**config.mk**
```make
export PLATFORM = sky130hd
export DESIGN_NAME = puf_eval_sequencer_flat
export DESIGN_NICKNAME = d
export VERILOG_FILES = /design/src/rtl/puf_eval_sequencer_if.sv /design/src/rtl/puf_eval_sequencer.sv /design/src/flat_wrapper.sv
export SDC_FILE = /design/constraint.sdc
export NUM_CORES = 1
export LEC_CHECK = 0
export ABC_AREA = 0
export CORE_ASPECT_RATIO = 0.5
export CORE_MARGIN = 10
export CORE_UTILIZATION = 35
export CTS_CLUSTER_SIZE = 30
export DETAILED_ROUTE_END_ITERATION = 10
export PLACE_DENSITY = 0.61
export SLEW_MARGIN = 20
export SYNTH_ARGS = -nofsm -noshare
export SYNTH_HDL_FRONTEND = slang
export SYNTH_SLANG_ARGS = --single-unit
```
**constraint.sdc**
```tcl
create_clock -name clk -period 5.1 [get_ports clk]
set_input_delay 1.02 -clock clk [delete_from_list [all_inputs] [get_ports clk]]
set_output_delay 1.02 -clock clk [all_outputs]
set_load 0.005 [all_outputs]
```
**src/rtl/puf_eval_sequencer_if.sv**
```systemverilog
// Host and oscillator-bank signals of the PUF evaluation sequencer.
// The slave modport is the sequencer; the master modport is its environment.
interface puf_eval_sequencer_if #(
  parameter int unsigned CNT_W = 16
);
  logic             start;
  logic [7:0]       chall_in;
  logic             abort;
  logic [CNT_W-1:0] cnt_a;
  logic [CNT_W-1:0] cnt_b;
  logic             ro_en;
  logic             cnt_rst;
  logic [2:0]       sel_a;
  logic [2:0]       sel_b;
  logic             busy;
  logic             resp_valid;
  logic             resp_ack;
  logic [7:0]       response;
  logic             tie;

  modport master (
    output start, chall_in, abort, cnt_a, cnt_b, resp_ack,
    input  ro_en, cnt_rst, sel_a, sel_b, busy, resp_valid, response, tie
  );

  modport slave (
    input  start, chall_in, abort, cnt_a, cnt_b, resp_ack,
    output ro_en, cnt_rst, sel_a, sel_b, busy, resp_valid, response, tie
  );
endinterface

```
**src/rtl/puf_eval_sequencer.sv**
```systemverilog
// Runs one 8-bit ring-oscillator PUF challenge/response evaluation:
// per bit, clear counters, gate oscillators for WINDOW cycles, settle, compare.
module puf_eval_sequencer #(
  parameter int unsigned WINDOW = 256,
  parameter int unsigned SETTLE = 2,
  parameter int unsigned CNT_W  = 16
) (
  input logic                clk,
  input logic                rst,
  puf_eval_sequencer_if.slave bus
);

  localparam int unsigned TMAX = (WINDOW > SETTLE) ? WINDOW : SETTLE;
  localparam int unsigned TW   = (TMAX > 1) ? $clog2(TMAX) : 1;

  typedef enum logic [2:0] {
    S_IDLE,
    S_CLEAR,
    S_RUN,
    S_SETTLE,
    S_COMPARE,
    S_DONE
  } state_t;

  state_t     state;
  logic [7:0] ch_reg;
  logic [2:0] bit_idx;
  logic [TW-1:0] timer;
  logic [7:0] sh;
  logic       tie_acc;
  logic       ro_en;
  logic       cnt_rst;
  logic       busy;
  logic       resp_valid;
  logic [7:0] response;
  logic       tie;

  logic [CNT_W-1:0] cnt_a;
  logic [CNT_W-1:0] cnt_b;
  logic             gt;
  logic             eq;

  assign cnt_a = bus.cnt_a;
  assign cnt_b = bus.cnt_b;
  assign gt    = (cnt_a > cnt_b);
  assign eq    = (cnt_a == cnt_b);

  // Selects are slices of the challenge register, so they only move with it.
  assign bus.sel_a      = ch_reg[2:0];
  assign bus.sel_b      = ch_reg[7:5];
  assign bus.ro_en      = ro_en;
  assign bus.cnt_rst    = cnt_rst;
  assign bus.busy       = busy;
  assign bus.resp_valid = resp_valid;
  assign bus.response   = response;
  assign bus.tie        = tie;

  // Outputs are set on the transition into each state so they align with it.
  always_ff @(posedge clk or negedge rst) begin
    if (!rst) begin
      state      <= S_IDLE;
      ch_reg     <= 8'h00;
      bit_idx    <= 3'd0;
      timer      <= '0;
      sh         <= 8'h00;
      tie_acc    <= 1'b0;
      ro_en      <= 1'b0;
      cnt_rst    <= 1'b1;
      busy       <= 1'b0;
      resp_valid <= 1'b0;
      response   <= 8'h00;
      tie        <= 1'b0;
    end else if (bus.abort) begin
      state      <= S_IDLE;
      ro_en      <= 1'b0;
      cnt_rst    <= 1'b1;
      busy       <= 1'b0;
      resp_valid <= 1'b0;
    end else begin
      case (state)
        S_IDLE: begin
          if (bus.start) begin
            ch_reg  <= bus.chall_in;
            bit_idx <= 3'd0;
            sh      <= 8'h00;
            tie_acc <= 1'b0;
            busy    <= 1'b1;
            state   <= S_CLEAR;
          end
        end
        S_CLEAR: begin
          timer   <= '0;
          ro_en   <= 1'b1;
          cnt_rst <= 1'b0;
          state   <= S_RUN;
        end
        S_RUN: begin
          if (timer == TW'(WINDOW - 1)) begin
            timer <= '0;
            ro_en <= 1'b0;
            state <= S_SETTLE;
          end else begin
            timer <= timer + TW'(1);
          end
        end
        S_SETTLE: begin
          if (timer == TW'(SETTLE - 1)) begin
            timer <= '0;
            state <= S_COMPARE;
          end else begin
            timer <= timer + TW'(1);
          end
        end
        S_COMPARE: begin
          sh[bit_idx] <= gt;
          if (eq) tie_acc <= 1'b1;
          cnt_rst <= 1'b1;
          if (bit_idx == 3'd7) begin
            response   <= {gt, sh[6:0]};
            tie        <= tie_acc | eq;
            resp_valid <= 1'b1;
            state      <= S_DONE;
          end else begin
            bit_idx <= bit_idx + 3'd1;
            ch_reg  <= {ch_reg[6:0], ch_reg[7]};
            state   <= S_CLEAR;
          end
        end
        S_DONE: begin
          if (bus.resp_ack) begin
            resp_valid <= 1'b0;
            busy       <= 1'b0;
            state      <= S_IDLE;
          end
        end
        default: begin
          state      <= S_IDLE;
          ro_en      <= 1'b0;
          cnt_rst    <= 1'b1;
          busy       <= 1'b0;
          resp_valid <= 1'b0;
        end
      endcase
    end
  end

endmodule

```
**src/flat_wrapper.sv**
```systemverilog
// flat-port wrapper written by rule: the top's interface ports become plain ports
module puf_eval_sequencer_flat 
#(
  parameter int unsigned WINDOW = 256,
  parameter int unsigned SETTLE = 2,
  parameter int unsigned CNT_W  = 16
)
  (clk, rst, bus_start, bus_chall_in, bus_abort, bus_cnt_a, bus_cnt_b, bus_resp_ack, bus_ro_en, bus_cnt_rst, bus_sel_a, bus_sel_b, bus_busy, bus_resp_valid, bus_response, bus_tie);
  puf_eval_sequencer_if #(.CNT_W(CNT_W)) bus_i ();
  input logic clk;
  input logic rst;
  input wire logic [$bits(bus_i.start)-1:0] bus_start;
  input wire logic [$bits(bus_i.chall_in)-1:0] bus_chall_in;
  input wire logic [$bits(bus_i.abort)-1:0] bus_abort;
  input wire logic [$bits(bus_i.cnt_a)-1:0] bus_cnt_a;
  input wire logic [$bits(bus_i.cnt_b)-1:0] bus_cnt_b;
  input wire logic [$bits(bus_i.resp_ack)-1:0] bus_resp_ack;
  output wire logic [$bits(bus_i.ro_en)-1:0] bus_ro_en;
  output wire logic [$bits(bus_i.cnt_rst)-1:0] bus_cnt_rst;
  output wire logic [$bits(bus_i.sel_a)-1:0] bus_sel_a;
  output wire logic [$bits(bus_i.sel_b)-1:0] bus_sel_b;
  output wire logic [$bits(bus_i.busy)-1:0] bus_busy;
  output wire logic [$bits(bus_i.resp_valid)-1:0] bus_resp_valid;
  output wire logic [$bits(bus_i.response)-1:0] bus_response;
  output wire logic [$bits(bus_i.tie)-1:0] bus_tie;
  assign bus_i.start = bus_start;
  assign bus_i.chall_in = bus_chall_in;
  assign bus_i.abort = bus_abort;
  assign bus_i.cnt_a = bus_cnt_a;
  assign bus_i.cnt_b = bus_cnt_b;
  assign bus_i.resp_ack = bus_resp_ack;
  assign bus_ro_en = bus_i.ro_en;
  assign bus_cnt_rst = bus_i.cnt_rst;
  assign bus_sel_a = bus_i.sel_a;
  assign bus_sel_b = bus_i.sel_b;
  assign bus_busy = bus_i.busy;
  assign bus_resp_valid = bus_i.resp_valid;
  assign bus_response = bus_i.response;
  assign bus_tie = bus_i.tie;
  puf_eval_sequencer #(.WINDOW(WINDOW), .SETTLE(SETTLE), .CNT_W(CNT_W)) u_core (.clk(clk), .rst(rst), .bus(bus_i));
endmodule
```
==> metrics.cfg <==
[min_path]
min_from=u_core.bus.response[6]
min_path_type=reg2reg

[critical_path]
arrival_ns=3.09
critPathLaunchType=input pin
required_ns=5.25
r2r.worst_path.cells=4
critPathKind=in2reg
reg2reg_slack_ns=2.98
critPathMaxFanout=8
cp-end-kind=flop
crit_path_end=u_core.sh[2]
r2r-start=u_core.state[0]
critPathLaunch=bus_cnt_b[9]
r2r_end=u_core.ch_reg[0]

[clock_tree]
cts.path.max_buffers=2
holdBufCountCts=0
clk_latency_ns=0.28
cts_buffers=5
cts_setup_buffers=0
cts_tree=done
cts-root-buf=clkbuf_16
cts_max_level=2
cts_sinks=43
post_cts_resized=0
clk_pin_slew_worst_paths_ns=0.06

[timing]
tightest_slew_ns=0.943
setup_viol=0
period_needed_ns=2.95
fin_ws_ns=2.15
slew_viol_final=0
rsz0062_at_grt=no
setup_tns_ns=0
fin_skew_ns=0.00475
relSlewSlack_pct=37.1
max_freq_mhz=339
period_share_pct=57.8
hold_viol=0

[logic_synthesis]
syn-num-nets=366
synth_area_leader_cell=dfrtp_1
synthTopCellsByArea=dfrtp_1 (40%), ha_1 (9.4%), nand2_1 (8.4%)
ys_warn_count=0
synth_top_area_share_pct=39.6
async_flop_share_pct=100
netlist_instances=301
synth_most_common_cell=nand2_1
syn-cell-area_sq_um=2650
synth_cell_type_count=54
ys_seq_area_share_pct=40.6
synth_edf_count=0
ys_ff_latch=43
synthTopCellsByCount=nand2_1 (59), dfrtp_1 (42), inv_1 (21), o21ai_1 (21), ha_1 (20)
synth_ff_type=dfrtp_1
syn_avg_cell_area_sq_um=8.81

[floorplan]
fp.dieW_microns=143
core_area_sq_um=7350
die_area_sq_um=11700
rows=22
start_util_pct=36.1
boundaryPins=64
die_y_microns=81.5

[detailed_routing]
firstDrtPassIters=4
via_per_inst=5.05
drc=0
drt_iter0_drc=96
ant_nets=0
routed_wl_mm=6.29
vias=2286
wire_per_inst_microns=13.9

[global_route]
grt_usage_pct=11.1
grt.overflow.total=0
grt_pass1_vias=2322
grt_max_degree=44
grt_pass1_wl_mm=10.7
antenna_found_initial=0

[layout]
drive_gt1_share_pct=5.04
area_growth_pct=32.0
instances_no_fill=453
nets=421
num_antenna_cells=0

[power_and_ir_drop]
peakVddDrop_v=0.000135
power-per-cell-area_nw_per_um2=359
leakagePower_uw=0.00157

[placement]
hpwl_mm=4.97
place_inst=445
routabilityCongestion=0.798
dp_slack_ns=1.89
port_buffers=63

[status]
status=finished, final reports clean

[flow_run]
drv_cap=0

## worst min-delay path by stage
| stage | to | slack (ns) | cells past startpoint |
|---|---|---|---|
| global placement | u_core.bus.response[6] | 0.46 | 2 |
| finish | u_core.bus.response[6] | 0.47 | 2 |
| floorplan | u_core.bus.response[0] | 0.44 | 2 |
| global route | u_core.bus.response[6] | 0.50 | 2 |
| CTS | u_core.bus.response[1] | 0.48 | 2 |
| detailed placement | u_core.bus.response[6] | 0.46 | 2 |
## metrics by stage
step	area [sq um]	util, %	total power (uW)	hold slack [ns]
2_1_floorplan	2650	-	725	0.438
3_3_place_gp	3310	45.1	847	0.461
3_5_place_dp	3310	45.1	856	0.462
4_1_cts	3500	47.6	1270	0.476
5_1_grt	3500	47.6	1340	0.497
6_report	3500	47.6	1260	0.471
## critical path, cell delays in order
cell,delay (ns)
clkdlybuf4s50_1,0.45
inv_1,0.04
ha_1,0.30
a21o_1,0.17
a221o_1,0.33
a221o_1,0.32
a21oi_2,0.32
o22ai_1,0.15
## where the power goes
group	leakage, uW	switching [uW]	internal [uW]
registers	0.000577	78.5	399
clock network	0.0000911	128	281
logic	0.000901	183	187
## cell usage in the layout, fill, tap and decap left out, types with 2 or more instances in the layout
master and n:
nand2_1 59, nor4_1 2, o21ai_1 21, or3_1 5, clkdlybuf4s50_1 62, a21oi_1 11, ha_1 20, mux2i_1 9
nor3_1 5, bufinv_16 2, o22ai_1 3, nor2b_1 3, o21a_1 2, a221o_1 2, and3_1 3, and2_1 3
a22o_1 4, nand2b_1 3, dfrtp_1 42, clkbuf_16 5, inv_1 21, nand4_1 3, or4_1 2, a21o_1 2
nor2_1 15, nand3_1 16, o31ai_1 4
## layer usage
metal	share of wire, %	routed length, microns	GRT usage (%)	vias up
li1	-	-	-	1162
met1	44	2790	13.3	1064
met2	49	3060	18.4	53
met3	6.0	377	4.15	7
met4	1.0	64	2.97	0
met5	0	0	0	-
## layout make-up
type	instances	area, sq um
repair buffers	63	626
fillers	703	3850
clock buffers	6	129
inverters	21	78.8
multi-input cells	222	1410
flip-flops and latches	43	1080
clock inverters	2	60.1
well taps	96	120
## kinds of logic after synthesis
group,count (synthesis),synth area share [%]
simple gates,130,24.1
compound gates,60,15.1
flops,43,40.6
buf+inv,36,6.18
fa+ha+maj,20,9.44
mux,10,3.82
xor+xnor,2,0.661
Power figures use the tool's default switching activity.
